`src/rtl/uart_pkg.sv`:
```
// Definitions shared by the UART receiver and transmitter: FSM state encodings
// and the default baud divider.
package uart_pkg;

    typedef enum logic [1:0] {
        IDLE  = 2'd0,
        START = 2'd1,
        DATA  = 2'd2,
        STOP  = 2'd3
    } uart_state_t;

    localparam int DEFAULT_CD_MAX   = 10416;
    localparam int DEFAULT_CD_WIDTH = 16;

endpackage

```
`src/rtl/uart_sync.sv`:
```
// Two-flop synchronizer for the asynchronous serial line; resets to the idle
// (high) level so a reset never looks like a start edge.
module uart_sync (
    input  logic i_clk,
    input  logic i_rst,
    input  logic i_d,
    output logic o_q
);

    logic [1:0] r_sync;

    always_ff @(posedge i_clk or posedge i_rst) begin
        if (i_rst) begin
            r_sync <= 2'b11;
        end else begin
            r_sync <= {r_sync[0], i_d};
        end
    end

    assign o_q = r_sync[1];

endmodule

```
`src/rtl/uart_rx.sv`:
```
// 8N1 UART receiver: mid-bit sampling via a baud counter, single-entry output
// buffer with valid/ack handshake, frame-error pulse and sticky overrun flag.
module uart_rx
    import uart_pkg::*;
#(
    parameter int CD_MAX   = DEFAULT_CD_MAX,
    parameter int CD_WIDTH = DEFAULT_CD_WIDTH
) (
    input  logic       clk,
    input  logic       rst,
    input  logic       rx,
    output logic [7:0] rbus,
    output logic       valid,
    input  logic       ack,
    output logic       frame_err,
    output logic       overrun,
    output logic       busy
);

    localparam logic [CD_WIDTH-1:0] CD_FULL = CD_WIDTH'(CD_MAX);
    localparam logic [CD_WIDTH-1:0] CD_HALF = CD_WIDTH'(CD_MAX / 2);

    uart_state_t         r_state;
    uart_state_t         w_nextState;
    logic [CD_WIDTH-1:0] r_cdCount;
    logic [CD_WIDTH-1:0] w_nextCd;
    logic [2:0]          r_bitCount;
    logic [2:0]          w_nextBit;
    logic [7:0]          r_shift;
    logic [7:0]          w_nextShift;
    logic [7:0]          r_rbus;
    logic                r_valid;
    logic                r_frameErr;
    logic                r_overrun;
    logic                w_rxSync;
    logic                w_stopSample;

    uart_sync u_sync (
        .i_clk (clk),
        .i_rst (rst),
        .i_d   (rx),
        .o_q   (w_rxSync)
    );

    always_ff @(posedge clk or posedge rst) begin
        if (rst) begin
            r_state    <= IDLE;
            r_cdCount  <= '0;
            r_bitCount <= '0;
            r_shift    <= '0;
        end else begin
            r_state    <= w_nextState;
            r_cdCount  <= w_nextCd;
            r_bitCount <= w_nextBit;
            r_shift    <= w_nextShift;
        end
    end

    // START samples at half a bit so every later sample lands mid-bit.
    always_comb begin
        w_nextState  = r_state;
        w_nextCd     = r_cdCount;
        w_nextBit    = r_bitCount;
        w_nextShift  = r_shift;
        w_stopSample = 1'b0;
        case (r_state)
            IDLE: begin
                w_nextCd  = '0;
                w_nextBit = '0;
                if (!w_rxSync) begin
                    w_nextState = START;
                end
            end
            START: begin
                if (r_cdCount == CD_HALF) begin
                    w_nextCd    = '0;
                    w_nextBit   = '0;
                    w_nextState = w_rxSync ? IDLE : DATA;
                end else begin
                    w_nextCd = r_cdCount + 1'b1;
                end
            end
            DATA: begin
                if (r_cdCount == CD_FULL) begin
                    w_nextCd    = '0;
                    w_nextShift = {w_rxSync, r_shift[7:1]};
                    w_nextBit   = r_bitCount + 1'b1;
                    if (r_bitCount == 3'd7) begin
                        w_nextState = STOP;
                    end
                end else begin
                    w_nextCd = r_cdCount + 1'b1;
                end
            end
            STOP: begin
                if (r_cdCount == CD_FULL) begin
                    w_nextCd     = '0;
                    w_stopSample = 1'b1;
                    w_nextState  = IDLE;
                end else begin
                    w_nextCd = r_cdCount + 1'b1;
                end
            end
            default: begin
                w_nextState = IDLE;
            end
        endcase
    end

    // A load in the same cycle as an ack overrides the ack's clear of valid.
    always_ff @(posedge clk or posedge rst) begin
        if (rst) begin
            r_rbus     <= '0;
            r_valid    <= 1'b0;
            r_frameErr <= 1'b0;
            r_overrun  <= 1'b0;
        end else begin
            r_frameErr <= w_stopSample && !w_rxSync;
            if (ack && r_valid) begin
                r_valid   <= 1'b0;
                r_overrun <= 1'b0;
            end
            if (w_stopSample && w_rxSync) begin
                if (!r_valid || ack) begin
                    r_rbus  <= r_shift;
                    r_valid <= 1'b1;
                end else begin
                    r_overrun <= 1'b1;
                end
            end
        end
    end

    assign rbus      = r_rbus;
    assign valid     = r_valid;
    assign frame_err = r_frameErr;
    assign overrun   = r_overrun;
    assign busy      = (r_state != IDLE);

endmodule
```
`config.mk`:
```
export PLATFORM = sky130hd
export DESIGN_NAME = uart_rx
export DESIGN_NICKNAME = d
export VERILOG_FILES = /design/src/rtl/uart_pkg.sv /design/src/rtl/uart_sync.sv /design/src/rtl/uart_rx.sv
export SDC_FILE = /design/constraint.sdc
export NUM_CORES = 1
export LEC_CHECK = 0
export BUFFER_PORTS_ARGS = -buffer_cell sky130_fd_sc_hd__buf_2
export CORE_ASPECT_RATIO = 1.2
export CORE_MARGIN = 1.5
export CORE_UTILIZATION = 40
export CTS_CLUSTER_SIZE = 20
export DETAILED_ROUTE_END_ITERATION = 8
export PLACE_DENSITY = 0.58
export RECOVER_POWER = 25
export SLEW_MARGIN = 30
export SYNTH_ARGS = -nofsm -noshare
export SYNTH_HDL_FRONTEND = slang
export SYNTH_HIERARCHICAL = 1
export SYNTH_SLANG_ARGS = --single-unit
export TNS_END_PERCENT = 30
```
`constraint.sdc`:
```
create_clock -name clk -period 2.4 [get_ports clk]
set_clock_uncertainty 0.15 [all_clocks]
set_input_delay 0.36 -clock clk [delete_from_list [all_inputs] [get_ports clk]]
set_output_delay 0.36 -clock clk [all_outputs]
set_load 0.05 [all_outputs]
```
==> impl_results.md, run 1 <==
* Share of the synthesized area in the top cell type at 0.4994
* First-pass GRT wire length at 6.486 mm
* Buffers on Ports at 15
* Nets at 220
* Max-Cap Viols at 0
* CP Cell Sequence: inv_1, ha_1, or4b_4, or4_4, a22oi_4, buf_12, nor2_1
* Total Wirelength at 3.818 mm
* H-tree Lvls at 2
* Final std cells w/o fill at 273
* Cell Area, Synth at 2004 sq um
* HP Class: input port to flip-flop
* Via count at 1,415
* Area of the multi-input gates at 892.1 sq um
* CP Data Arrival Time at 2.36 ns
* Post-Syn Instances at 179
* Setup crit start: r_cdCount[0]
* CTS tree: done
* Synth area leaders: dfrtp_1, mux2_2, xnor2_1, nor2_1, nand3_1
* P per Cell Area at 501.3 nW/um^2
* Layout cells sized above 1 at 0.3239
* Sink Count at 42
* Post-synthesis cell type with the largest combined area: dfrtp_1
* Maximum resistive drop on vdd at 181.4 uV
* Mapped Nets at 187
* Register area at 1055 sq um
* Row cnt at 28
* Origin of the critical flop-to-flop path: r_cdCount[0]
* Fmax at 429.1 MHz
* Final GP Congestion at 0.7584
* Worst EP required at 2.43 ns
* Starting density of the core at 0.4116
* Clk_lat worst skew at 0.30 ns
* Min-delay src: ack
* First-pass detailed-route iteration total at 4
* ANT nets after route at 0
* LEAKAGE at 1.124 nW
* Least-Margin Pin Slew at 0.9700 ns
* N_diodes at 0
* Synthesized area per cell at 11.20 sq um
* Setup Fix Bufs, Post-CTS at 0
* Time the worst path needs with I/O delays and setup at 2.330 ns
* DR iter-0 viols at 133
* EDFF count, synth at 0
* Startpoint Class: flip-flop
* # DRC at 0
* #FFs+latches synth at 42
* Post-synth top cells: dfrtp_1, nor2_1, mux2_2
* Outcome: completed
* Final slew viol count at 0
* Placed insts at 263
* Area grow syn2layout at 19.41%
* Num ports at 16
* Vias per cell at 5.183
* CTS buffer count at 5
* Die H at 80.55 microns
* Endpoint class of the critical path: flip-flop
* Routed len/inst at 13.99 microns
* Syn. warnings at 6
* Final hold vios at 0
* CP max-delay cell: or4_4
* CTS Buffer Depth at 2
* Clk slew on worst S/H paths at 0.08 ns
* HPWL after detailed placement at 2.853 mm
* GR Overflow Total at 0
* Most common cell in the netlist: dfrtp_1
* Sequential cell area fraction in the yosys report at 0.5256
* Relative slew slack at 0.3533
* Largest net degree at the start of global routing at 41
* Total power at 1.200 mW
* Crit path largest cell delay at 0.56 ns
* DIE WIDTH at 67.62 microns
* Setup CP Type: flip-flop to flip-flop
* Crit-path max FO at 16
* Total track usage at 0.1603
* Async set-reset flop share out of synthesis at 1.000
* RSZ-0062 raised after global routing: yes
* Fillcell total at 451
* Root buffer cell: clkbuf_8
* Netlist cell types at 36
* Ys flop type: dfrtp_1
* Initial antenna violation count at 0
* Die ar. at 5446 sq um
* Placeable core area at 4870 sq um
* Final Cycle Share at 0.9710
* Vias in the first global route at 1,451
* Setup violations, final at 0
## cell usage in the layout (no fill, tap or decap), types with 3 or more instances in the layout
cell type | synthesis | routed
o211ai_1 | 3 | 3
nand4_1 | 4 | 4
nand2_1 | 12 | 12
xnor2_1 | 12 | 12
inv_1 | 9 | 9
nor4_1 | 4 | 4
nor2_1 | 20 | 20
nand3_1 | 12 | 12
xor2_1 | 3 | 3
nor3_1 | 5 | 5
buf_2 | 3 | 14
dfrtp_1 | 40 | 39
ha_1 | 4 | 4
mux2_2 | 16 | 16
clkbuf_8 | 0 | 5
buf_4 | 0 | 14
## layer usage
layer  vias up  share of wire  global-route usage
met5         -              0                   0
met4         0         0.0079             0.06122
met3         4          0.028             0.04482
met2        19           0.54              0.2843
met1       700           0.42              0.1769
li1        692              -                   -
## worst max-delay path, delay by kind of cell, from the launching register on
family / cells / cell delay [ns]
buffers and inverters: 2 / 0.22
adders and majority gates: 1 / 0.12
AOI/OAI and AO/OA: 1 / 0.22
DFF: 1 / 0.39
and+or+nand+nor: 3 / 1.12
## power breakdown
group	switching, mW	internal, mW	total (mW)
clock network	0.258	0.210	0.468
registers	0.00210	0.710	0.712
logic	0.0147	0.00471	0.0194
## per-stage QoR
step	TNS, ns	util	instance area [sq um]	hold slack (ns)	worst slack, ns
6_report	0	0.4915	2394	0.1998	0.06969
5_1_grt	-0.01198	0.4915	2394	0.2172	-0.006379
4_1_cts	0	0.4890	2381	0.001388	0.03440
3_5_place_dp	0	0.4676	2277	0.1999	0.04779
3_3_place_gp	0	0.4676	2277	0.2003	0.08247
2_1_floorplan	0	-	2024	0.1215	0.002422
## layout make-up
cell class                 instances  area share
sequential                        42      0.4407
multi-input combinational        120      0.3727
timing repair buffer              34      0.1019
tap                               60     0.03136
clock buffer                       5     0.02875
inverter                           9     0.01411
clock inverter                     3     0.01045
## cell families after synthesis
| group | synth area share |
|---|---|
| compound gates | 0.03995 |
| mux | 0.08989 |
| buf+inv | 0.03745 |
| fa+ha+maj | 0.02497 |
| xor+xnor | 0.06555 |
| flops | 0.5256 |
| simple gates | 0.2166 |
## sequential cells by signal, summed over array words and instances (netlist names), named ones only
| register | count |
|---|---|
| r_bitCount | 3 |
| r_shift | 8 |
| overrun | 1 |
| frame_err | 1 |
| r_cdCount | 16 |
| u_sync/r_sync | 2 |
| rbus | 8 |
| valid | 1 |
| r_state | 1 |
## worst paths after layout
| path | end | slack (ns) | cells past startpoint |
|---|---|---|---|
| max | r_cdCount[10] | 0.07 | 7 |
| min | overrun | 0.20 | 4 |
| max reg2reg | r_cdCount[10] | 0.07 | 7 |
| min reg2reg | u_sync/r_sync[1] | 0.21 | 0 |
| max in group asynchronous | r_cdCount[10] | 0.66 | 4 |
| min in group asynchronous | u_sync/r_sync[0] | 0.48 | 3 |
## what timing repair did
| action | 4_1_cts | 5_1_grt |
|---|---|---|
| resized for setup | 0 | 2 |
| hold buffers | 1 | 1 |
| hold endpoints to repair | 2 | 1 |
| endpoints found under the setup margin | 0 | 27 |
Power figures use the tool's default switching activity.
==> run 2, diff against run 1 <==
==> constraint.sdc (replaced) <==
create_clock -name clk -period 2.4 [get_ports clk]
set_clock_uncertainty 0.15 [all_clocks]
set_input_delay 0.24 -clock clk [delete_from_list [all_inputs] [get_ports clk]]
set_output_delay 0.24 -clock clk [all_outputs]
set_load 0.05 [all_outputs]
==> impl_results.md, run 2 (synthesis gave the netlist of run 1 again) <==
* CP bufs+invs at 2 (unchanged)
* Crit path largest cell delay at 0.56 ns (about the same)
* Fmax at 429.5 MHz (about the same)
* Number of flip-flops in the largest register at 16 (unchanged)
* P per Cell Area at 501.4 nW/um^2 (about the same)
* Routed len/inst at 14.01 microns (+0.21%)
* Startpoint Class: flip-flop
* Outcome: completed
* Cell family with most CP delay: simple AND/OR/NAND/NOR gates
* Clk slew on worst S/H paths at 0.08 ns (about the same)
* Num ports at 16 (unchanged)
* Final core utilization at 0.4915 (unchanged)
* N_diodes at 0 (unchanged)
* Vias in the first global route at 1,451 (unchanged)
* CTS Buffer Depth at 2 (unchanged)
* CP Data Arrival Time at 2.36 ns (about the same)
* Total power at 1.200 mW (about the same)
* Total Wirelength at 3.826 mm (+0.21%)
* HPWL after detailed placement at 2.853 mm (unchanged)
* Row cnt at 28 (unchanged)
* Setup violations, final at 0 (unchanged)
* H-tree Lvls at 2 (unchanged)
* CP max-delay cell: or4_4
* Worst EP required at 2.43 ns (about the same)
* CTS buffer count at 5 (unchanged)
* Design area at 2394 sq um (unchanged)
* DR iter-0 viols at 111 (-17%)
* Area grow syn2layout at 19.41% (unchanged)
* Final hold vios at 0 (unchanged)
* Final slew viol count at 0 (unchanged)
* Buffers on Ports at 15 (unchanged)
* Via count at 1,414 (-0.071%)
* LEAKAGE at 1.124 nW (unchanged)
* Clk_lat worst skew at 0.30 ns (about the same)
* Time the worst path needs with I/O delays and setup at 2.328 ns (-0.001886 ns)
* Starting density of the core at 0.4116 (unchanged)
* Die H at 80.55 microns (unchanged)
* Sink Count at 42 (unchanged)
* Setup CP Type: flip-flop to flip-flop
* Endpoint class of the critical path: flip-flop
* Initial antenna violation count at 0 (unchanged)
* # DRC at 0 (unchanged)
* Most frequent cells in the layout: dfrtp_1, nor2_1, mux2_2
* ANT nets after route at 0 (unchanged)
* Layout cells sized above 1 at 0.3239 (unchanged)
* Relative slew slack at 0.3428 (-0.01055)
* Crit-path max FO at 16 (unchanged)
* Placeable core area at 4870 sq um (unchanged)
* Max-Cap Viols at 0 (unchanged)
* CP Cell Sequence: inv_1, ha_1, or4b_4, or4_4, a22oi_4, buf_12, nor2_1
* HP Class: input port to flip-flop
* Root buffer cell: clkbuf_8
* CTS tree: done
* Total track usage at 0.1603 (unchanged)
* First-pass GRT wire length at 6.486 mm (unchanged)
* Commonest non-fill, non-tap cell in the layout: dfrtp_1
* Nets at 220 (unchanged)
* Vias per cell at 5.179 (about the same)
* DIE WIDTH at 67.62 microns (unchanged)
* Setup Fix Bufs, Post-CTS at 0 (unchanged)
* Die ar. at 5446 sq um (unchanged)
* Maximum resistive drop on vdd at 181.6 uV (+0.11%)
* Least-Margin Pin Slew at 0.9858 ns (+0.01582 ns)
* Largest net degree at the start of global routing at 41 (unchanged)
* GR Overflow Total at 0 (unchanged)
* Largest Register: r_cdCount
* Post-DP Area at 2277 sq um (unchanged)
* RSZ-0062 raised after global routing: yes
* First-pass detailed-route iteration total at 4 (unchanged)
* Final Cycle Share at 0.9702 (about the same)
* Final GP Congestion at 0.7584 (unchanged)
[run 2: cell counts in the layout (fill, tap and decap cells not counted)]
Identical to the previous run, type by type.
[run 2: metal layers]
layer | vias to the layer above | track usage | share of wire
met2 | 19 | 0.2843 | 0.53
met4 | 0 | 0.06122 | 0.0078
li1 | 692 | - | -
met1 | 699 | 0.1769 | 0.43
met3 | 4 | 0.04482 | 0.028
met5 | - | 0 | 0
[run 2: metrics by stage]
step / TNS, ns / std cells / hold WS (ns) / worst slack (ns)
2_1_floorplan: 0 / 179 / 0.001500 / 0.002422
3_3_place_gp: 0 / 263 / 0.1172 / 0.08247
3_5_place_dp: 0 / 263 / 0.1283 / 0.04779
4_1_cts: 0 / 273 / 0.08137 / 0.03440
5_1_grt: -0.01198 / 273 / 0.09837 / -0.006379
6_report: 0 / 273 / 0.07962 / 0.07158
[run 2: tightest hold or removal path: stages]
cell and delay, ns:
buf_2 0.09, nand2_1 0.04, nand2_1 0.05, o21ai_0 0.06
[run 2: report_power, final]
part	total, mW	switching [mW]	internal, mW
logic	0.0195	0.0148	0.00470
registers	0.712	0.00210	0.710
clock network	0.468	0.258	0.210
total	1.20	0.275	0.925
[run 2: repair_timing]
action | CTS | global route
hold buffers | 2 | 0
resized for setup | 0 | 2
setup endpoints to repair | 0 | 27
hold endpoints to repair | 43 | 0
[run 2: cell type report]
cell class | count | area, sq um
inverter | 9 | 33.78
timing repair buffer | 34 | 244.0
sequential | 42 | 1055
clock inverter | 3 | 25.02
fill | 451 | 2476
clock buffer | 5 | 68.82
tap | 60 | 75.07
multi-input combinational | 120 | 892.1
[run 2: final timing paths]
| kind | startpoint | endpoint | slack, ns | cells past startpoint |
|---|---|---|---|---|
| setup / recovery | r_cdCount[0] | r_cdCount[10] | 0.07 | 7 |
| hold / removal | ack | overrun | 0.08 | 4 |
| setup reg to reg | r_cdCount[0] | r_cdCount[10] | 0.07 | 7 |
| hold reg to reg | u_sync/r_sync[0] | u_sync/r_sync[1] | 0.21 | 0 |
| max in group asynchronous | rst | r_cdCount[10] | 0.78 | 4 |
| min in group asynchronous | rst | u_sync/r_sync[0] | 0.35 | 3 |
